### config.mk
export PLATFORM = sky130hd
export DESIGN_NAME = reg_estagio_elastico
export DESIGN_NICKNAME = d
export VERILOG_FILES = /design/src/rtl/reg_estagio_elastico.sv
export SDC_FILE = /design/constraint.sdc
export NUM_CORES = 1
export LEC_CHECK = 0
export ABC_AREA = 1
export BUFFER_PORTS_ARGS = -buffer_cell sky130_fd_sc_hd__buf_2
export CORE_ASPECT_RATIO = 0.75
export CORE_MARGIN = 3
export CORE_UTILIZATION = 31
export CTS_CLUSTER_DIAMETER = 50
export DETAILED_ROUTE_END_ITERATION = 8
export PLACE_DENSITY = 0.61
export SYNTH_ARGS = -nofsm -noshare
export SYNTH_HDL_FRONTEND = slang
export SYNTH_SLANG_ARGS = --single-unit
### constraint.sdc
create_clock -name clk -period 1.8 [get_ports clk]
set_input_delay 0.36 -clock clk [delete_from_list [all_inputs] [get_ports clk]]
set_output_delay 0.36 -clock clk [all_outputs]
set_load 0.03 [all_outputs]
### src/rtl/reg_estagio_elastico.sv
// reg_estagio_elastico: elastic pipeline stage with a 2-entry skid buffer, valid/ready handshake and sync flush.
// Defining REG_ESTAGIO_STALL_CNT_EN adds a saturating stall_cnt output.
module reg_estagio_elastico #(
    parameter int WIDTH = 32,
    parameter int CNT_W = 16
) (
    input  logic             clk,
    input  logic             rst,
    input  logic             flush,
    input  logic             inp_valid,
    output logic             inp_ready,
    input  logic [WIDTH-1:0] inp,
    output logic             out_valid,
    input  logic             out_ready,
    output logic [WIDTH-1:0] out
`ifdef REG_ESTAGIO_STALL_CNT_EN
    ,
    output logic [CNT_W-1:0] stall_cnt
`endif
);
    typedef enum logic [1:0] {EMPTY, FULL, SKID} state_t;

    state_t           state_q, state_d;
    logic [WIDTH-1:0] main_q, main_d, skid_q, skid_d;
    logic             acc;

    // inp_ready comes only from registered state, so stalls reach upstream one cycle late
    assign inp_ready = (state_q != SKID) && !rst;
    assign out_valid = state_q != EMPTY;
    assign out       = main_q;
    assign acc       = inp_valid && inp_ready;

    always_comb begin
        state_d = state_q;
        main_d  = main_q;
        skid_d  = skid_q;
        if (flush) state_d = EMPTY;
        else begin
            case (state_q)
                EMPTY: if (acc) begin
                    main_d  = inp;
                    state_d = FULL;
                end
                FULL: if (acc && out_ready) main_d = inp;
                else if (acc) begin
                    skid_d  = inp;
                    state_d = SKID;
                end
                else if (out_ready) state_d = EMPTY;
                SKID: if (out_ready) begin
                    main_d  = skid_q;
                    state_d = FULL;
                end
                default: state_d = EMPTY;
            endcase
        end
    end

    always_ff @(posedge clk) begin
        if (rst) begin
            state_q <= EMPTY;
            main_q  <= '0;
            skid_q  <= '0;
        end else begin
            state_q <= state_d;
            main_q  <= main_d;
            skid_q  <= skid_d;
        end
    end

`ifdef REG_ESTAGIO_STALL_CNT_EN
    logic [CNT_W-1:0] stall_cnt_q;

    assign stall_cnt = stall_cnt_q;

    always_ff @(posedge clk) begin
        if (rst) stall_cnt_q <= '0;
        else if (out_valid && !out_ready && stall_cnt_q != '1) stall_cnt_q <= stall_cnt_q + 1'b1;
    end
`endif
endmodule

==> results.txt, run 1 <==
----------------------------------------------------
[Status]
  Run status ... complete, no violations

[Route]
  Routed via count ... 3015
  WL final ... 7.991 mm
  DRC viols ... 0
  Post-DR wirelength/cell ... 11.89 µm
  Average vias per placed instance ... 4.487
  Starting DRC count in detailed routing ... 226
  Detailed-routing iteration count for the pre-antenna-repair pass ... 6
  Number of nets with antenna violations after routing ... 0

[Placement]
  Port buffer count ... 70
  Weighted congestion reported at the end of routability-driven placement ... 0.7836
  DP HPWL ... 5.599 mm
  Total placed instance area ... 3522 µm²
  Worst slack at placement ... 0.2830 ns

[Clock tree]
  CTS Buf Count ... 9
  Clock tree from TritonCTS ... done
  Clock input transition at the sequential cells of the worst setup and hold paths ... 0.05 ns
  Depth of the CTS H-tree ... 3
  Resize count post-CTS ... 0
  CTS Sinks ... 66
  Clock buffer depth ... 2
  Worst skew pair latency ... 0.33 ns
  Post-CTS Hold Fix Bufs ... 0
  Root buffer selected by CTS ... sky130_fd_sc_hd__clkbuf_16
  Setup Fix Bufs, Post-CTS ... 0

[Power and ir drop]
  Power share of the sequential group ... 0.409
  Net switching power of the design ... 931.4 µW
  LEAKAGE ... 0.002049 µW
  Cell area power density ... 987.4 nW/µm²
  Combinational share of power ... 0.121
  Part of the power in the clock network ... 0.470
  Max IR drop VDD ... 0.0004706 V
  Power Internal ... 2848 µW
  Switching part of the total power ... 0.2465

[Synth]
  Yosys top cell by area ... sky130_fd_sc_hd__dfxtp_1
  Top FF cell, synth ... sky130_fd_sc_hd__dfxtp_1
  Number of warnings issued by yosys ... 0
  Sequential-to-total area share from yosys stat ... 0.4356
  Unique cell type count in the Yosys netlist ... 21
  Average size of a mapped cell ... 6.385 µm²
  Largest cells by area after synthesis ... sky130_fd_sc_hd__dfxtp_1, sky130_fd_sc_hd__nand2_1, sky130_fd_sc_hd__nor2_1, sky130_fd_sc_hd__nand3_1, sky130_fd_sc_hd__o21ai_0
  Share of synthesized registers carrying an async set or reset ... 0
  Post-synthesis instance area ... 3033 µm²
  Count of flip-flops with a built-in enable after synthesis ... 0
  Post-synth net total ... 512
  #FFs+latches synth ... 66
  Fraction of synthesized cell area taken by the top area cell type ... 0.4356
  Synthesized instance count ... 475

[GRT]
  Met3 global-route usage ... 0.06042
  Met2 Usage GRT ... 0.2501
  Met1 layer usage reported by global route ... 0.2039
  Pin count of the biggest net entering global routing ... 45
  Routing layer with the top usage in global route ... met2
  GRT Residual Overflow ... 0
  Number of global-route vias before repair ... 2997
  Global-route usage over all layers ... 0.1567
  Number of antenna violations at the first check in global routing ... 0
  First-pass GRT wire length ... 14.06 mm

[Critical path]
  CP Data Required Time ... 1.44 ns
  Terminus of the critical flop-to-flop path ... out[18]
  CP startpoint kind ... flop
  Critical Path Fanout Max ... 4
  Launch point of the worst reg-to-reg path ... state_q[0]
  Setup Crit Path Kind ... reg -> out
  Kind of end point of the critical path ... primary output
  Number of cell instances on the worst register-to-register path ... 9
  Arrival time worst endpoint ... 1.20 ns
  Register-to-Register Setup Slack ... 0.33 ns

[Layout]
  Area delta synth->final ... 26.20%
  Top library cells by usage in the layout, fill and taps aside ... sky130_fd_sc_hd__nand2_1, sky130_fd_sc_hd__nor2_1, sky130_fd_sc_hd__buf_2
  Most common cell after layout, fill and taps aside ... sky130_fd_sc_hd__nand2_1
  Share of final-layout standard cells stronger than drive strength 1 ... 0.1967
  Ant diodes ... 0
  Total Nets Final ... 577
  Post-route cell area ... 3827 µm²

[STA]
  Maximum clock rate ... 0.6422 GHz
  Final Max Slew Viols ... 0
  Worst hold-check slack ... 0.2737 ns
  Final number of setup-violating endpoints ... 0
  Worst Setup Slack, final ... 0.2428 ns
  Transition at the pin with the smallest max-transition slack ... 0.4068 ns
  Tmin final ... 1.557 ns
  Share of the cycle needed by the critical path after routing ... 0.8651
  Unrepaired setup endpoints after global routing ... no
  Clock Skew ... 0.005069 ns
  Final Hold Violating Endpoints ... 0
  Setup TNS ... 0 ns
  Headroom to the max-slew limit ... 0.7288

[Die]
  Die Y ... 91.66 µm
  Area of the placeable core ... 9271 µm²
  Die Area ... 11020 µm²
  Cell Rows ... 30
  Initial standard-cell utilization of the core ... 0.3271
  Die Width ... 120.2 µm
  IO Pins ... 71

[Run]
  Max Cap Viol ... 0

[Hold path]
  Cells on Worst Hold Path ... 3
  Destination of the worst hold path ... skid_q[23]
  Worst Hold Class ... in -> reg
  Worst hold start ... inp[23]

----------------------------------------------------
-- routing by layer --
metal | part of all wire | vias to the layer above
met2 | 0.42 | 72
li1 | - | 1579
met5 | 0 | -
met4 | 0.0041 | 0
met1 | 0.50 | 1360
met3 | 0.073 | 4
-- synth_stat cells, types with 2 or more instances --
cell type,count
sky130_fd_sc_hd__buf_6,3
sky130_fd_sc_hd__inv_1,36
sky130_fd_sc_hd__nand3_2,2
sky130_fd_sc_hd__nand2_1,133
sky130_fd_sc_hd__inv_2,4
sky130_fd_sc_hd__nor2_1,130
sky130_fd_sc_hd__o21ai_0,32
sky130_fd_sc_hd__clkbuf_1,12
sky130_fd_sc_hd__buf_2,12
sky130_fd_sc_hd__nand4_1,2
sky130_fd_sc_hd__nand3_1,34
sky130_fd_sc_hd__dfxtp_1,66
-- power groups by stage --
stage | Sequential (µW) | Clock (µW) | Combinational (µW)
floorplan | 1670 | 0 | 208
global placement | 1580 | 0 | 458
detailed placement | 1580 | 0 | 462
CTS | 1550 | 1820 | 463
global route | 1550 | 1900 | 515
finish | 1550 | 1780 | 457
-- how the worst max path moves through the flow --
stage                 end  slack [ns]  cells past startpoint       start
3_3_place_gp      out[20]        0.32                      9         rst
2_1_floorplan   inp_ready        0.29                      5  state_q[0]
4_1_cts         inp_ready        0.23                      5  state_q[0]
3_5_place_dp   skid_q[20]        0.28                      8         rst
5_1_grt           out[14]        0.17                      9  state_q[1]
6_report        inp_ready        0.24                      5  state_q[0]
-- logic make-up after synthesis --
family / count (synthesis) / synth area share
buf+inv: 69 / 0.09777
simple gates: 304 / 0.4031
compound gates: 36 / 0.06353
flops: 66 / 0.4356
-- stage by stage --
stage	util	std cells	total power, µW
after floorplan	-	475	1878
after global placement	0.3799	657	2033
after detailed placement	0.3799	657	2037
after CTS	0.4128	672	3828
after global routing	0.4128	672	3965
final	0.4128	672	3779
-- sequential cells by signal, summed over array words and instances (netlist names) --
| name | count |
|---|---|
| skid_q | 32 |
| out | 32 |
| state_q | 2 |
-- critical path, cell delays in order (launching register included) --
cell                      delay (ns)
sky130_fd_sc_hd__dfxtp_1        0.38
sky130_fd_sc_hd__inv_2          0.09
sky130_fd_sc_hd__nand2_4        0.08
sky130_fd_sc_hd__inv_2          0.05
sky130_fd_sc_hd__nor2_1         0.08
sky130_fd_sc_hd__buf_2          0.20
-- area by class of cell --
cell class,count,area [µm²]
well taps,128,160.2
flip-flops and latches,66,1321
multi-input cells,340,1421
clock inverters,2,35.03
repair buffers,82,465.4
fillers,1021,5444
clock buffers,13,270.3
inverters,41,153.9
Power figures use the tool's default switching activity.
==> inputs of run 2 (changes only) <==
--- a/config.mk
+++ b/config.mk
@@ -6,7 +6,7 @@
 export NUM_CORES = 1
 export LEC_CHECK = 0
 export ABC_AREA = 1
-export BUFFER_PORTS_ARGS = -buffer_cell sky130_fd_sc_hd__buf_2
+export BUFFER_PORTS_ARGS = -buffer_cell sky130_fd_sc_hd__buf_4
 export CORE_ASPECT_RATIO = 0.75
 export CORE_MARGIN = 3
 export CORE_UTILIZATION = 31
==> results.txt, run 2 (same netlist as run 1, synthesis figures left out) <==
----------------------------------------------------
[Critical path]
  Setup Crit Path Kind ... reg -> out
  Arrival time worst endpoint ... 1.16 ns (-0.04 ns)
  CP startpoint kind ... flop
  Critical Path Fanout Max ... 4 (unchanged)
  Kind of end point of the critical path ... primary output
  CP Data Required Time ... 1.44 ns (about the same)

[Power and ir drop]
  LEAKAGE ... 0.002074 µW (+1.3%)
  Max IR drop VDD ... 0.0005018 V (+6.6%)
  Cell area power density ... 927.4 nW/µm² (-6.1%)

[Status]
  Run status ... complete, no violations

[Clock tree]
  CTS Sinks ... 66 (unchanged)
  Setup Fix Bufs, Post-CTS ... 0 (unchanged)
  Post-CTS Hold Fix Bufs ... 0 (unchanged)
  Clock buffer depth ... 2 (unchanged)
  Depth of the CTS H-tree ... 3 (unchanged)
  Root buffer selected by CTS ... sky130_fd_sc_hd__clkbuf_16
  CTS Buf Count ... 9 (unchanged)
  Resize count post-CTS ... 0 (unchanged)
  Clock tree from TritonCTS ... done
  Worst skew pair latency ... 0.32 ns (about the same)
  Clock input transition at the sequential cells of the worst setup and hold paths ... 0.05 ns (about the same)

[Layout]
  Ant diodes ... 0 (unchanged)
  Area delta synth->final ... 31.27%
  Fraction of the core area covered by cells at the end of the flow ... 0.4294 (+0.01660)
  Fill cell total of the finished layout ... 995 (-2.5%)
  Most common cell after layout, fill and taps aside ... sky130_fd_sc_hd__nand2_1
  Top library cells by usage in the layout, fill and taps aside ... sky130_fd_sc_hd__nand2_1, sky130_fd_sc_hd__nor2_1, sky130_fd_sc_hd__buf_4
  Final standard cell count with taps included and fillers excluded ... 673 (+0.15%)
  Total Nets Final ... 577 (unchanged)
  Share of final-layout standard cells stronger than drive strength 1 ... 0.1963 (-0.0003609)

[GRT]
  GRT Residual Overflow ... 0 (unchanged)
  Pin count of the biggest net entering global routing ... 46 (+2.2%)
  Number of global-route vias before repair ... 2993 (-0.13%)
  Routing layer with the top usage in global route ... met2
  Number of antenna violations at the first check in global routing ... 0 (unchanged)
  Global-route usage over all layers ... 0.1551 (-0.001627)
  Met3 global-route usage ... 0.05117 (-0.009248)
  Met1 layer usage reported by global route ... 0.2036 (-0.0002319)
  Met2 Usage GRT ... 0.2403 (-0.009818)
  First-pass GRT wire length ... 13.86 mm (-1.4%)

[STA]
  Setup TNS ... 0 ns (unchanged)
  Headroom to the max-slew limit ... 0.7178 (-0.01096)
  Unrepaired setup endpoints after global routing ... no
  Final number of setup-violating endpoints ... 0 (unchanged)
  Worst hold-check slack ... 0.2688 ns (-0.004971 ns)
  Tmin final ... 1.518 ns (-0.03894 ns)
  Final Hold Violating Endpoints ... 0 (unchanged)
  Final Max Slew Viols ... 0 (unchanged)
  Maximum clock rate ... 0.6586 GHz (+2.6%)
  Clock Skew ... 0.004565 ns (-0.0005039 ns)
  Transition at the pin with the smallest max-transition slack ... 0.4233 ns (+0.01644 ns)
  Share of the cycle needed by the critical path after routing ... 0.8435 (-0.02163)

[Route]
  Average vias per placed instance ... 4.514 (+0.61%)
  Number of nets with antenna violations after routing ... 0 (unchanged)
  Post-DR wirelength/cell ... 11.97 µm (+0.64%)
  Starting DRC count in detailed routing ... 196 (-13%)
  WL final ... 8.054 mm (+0.79%)
  Routed via count ... 3038 (+0.76%)
  Detailed-routing iteration count for the pre-antenna-repair pass ... 6 (unchanged)
  DRC viols ... 0 (unchanged)

[Die]
  Initial standard-cell utilization of the core ... 0.3271 (unchanged)
  Cell Rows ... 30 (unchanged)
  Die Area ... 11020 µm² (unchanged)
  Die Width ... 120.2 µm (unchanged)
  Die Y ... 91.66 µm (unchanged)
  IO Pins ... 71 (unchanged)
  Area of the placeable core ... 9271 µm² (unchanged)

[Run]
  Max Cap Viol ... 0 (unchanged)

[Placement]
  Weighted congestion reported at the end of routability-driven placement ... 0.7716 (-1.5%)
  Dpl cells ... 657 (unchanged)
  Port buffer count ... 70 (unchanged)
  DP HPWL ... 5.600 mm (about the same)

[Hold path]
  Worst Hold Class ... in -> reg

----------------------------------------------------
## run 2: cell types whose count changed in the layout (fill, tap and decap cells not counted)
cell / before / now
sky130_fd_sc_hd__clkinv_2: 1 / 2
sky130_fd_sc_hd__buf_2: 70 / 0
sky130_fd_sc_hd__clkbuf_1: 1 / 2
sky130_fd_sc_hd__buf_4: 10 / 80
sky130_fd_sc_hd__bufinv_16: 1 / 0
## run 2: routing by layer
metal	routed length (µm)	vias to the layer above
met5	0	-
met4	142	0
met3	543	14
met2	3339	82
met1	4028	1365
li1	-	1577
## run 2: metrics by stage
stage / power, µW / cell area (µm²) / setup WS (ns)
final: 3692 / 3981 / 0.2817
after detailed placement: 2091 / 3697 / 0.2824
after global placement: 2088 / 3697 / 0.3195
after global routing: 3868 / 3981 / 0.1754
after floorplan: 1878 / 3033 / 0.2887
after CTS: 3746 / 3981 / 0.2564
## run 2: cell type report
type | instances | area, µm² | area share
clock buffers | 14 | 274.0 | 0.06882
well taps | 128 | 160.2 | 0.04023
inverters | 41 | 153.9 | 0.03866
clock inverters | 2 | 10.01 | 0.002514
flip-flops and latches | 66 | 1321 | 0.3319
multi-input cells | 340 | 1421 | 0.3570
repair buffers | 82 | 640.6 | 0.1609
## run 2: path summary, 6_finish.rpt
check | end | start | cells past startpoint | slack, ns
max | inp_ready | state_q[0] | 5 | 0.28
min reg2reg | out[25] | out[25] | 2 | 0.48
min | state_q[1] | out_ready | 2 | 0.27
max reg2reg | out[17] | state_q[0] | 9 | 0.35
## run 2: critical path: stages, from the launching register on
cell and delay, ns:
sky130_fd_sc_hd__dfxtp_1 0.38, sky130_fd_sc_hd__inv_2 0.08, sky130_fd_sc_hd__nand2_4 0.08, sky130_fd_sc_hd__inv_2 0.04, sky130_fd_sc_hd__nor2_1 0.08, sky130_fd_sc_hd__buf_4 0.17
## run 2: where the power goes
| part | switching (µW) | internal (µW) |
|---|---|---|
| combinational | 303 | 205 |
| clock | 596 | 1040 |
| sequential | 30.3 | 1520 |
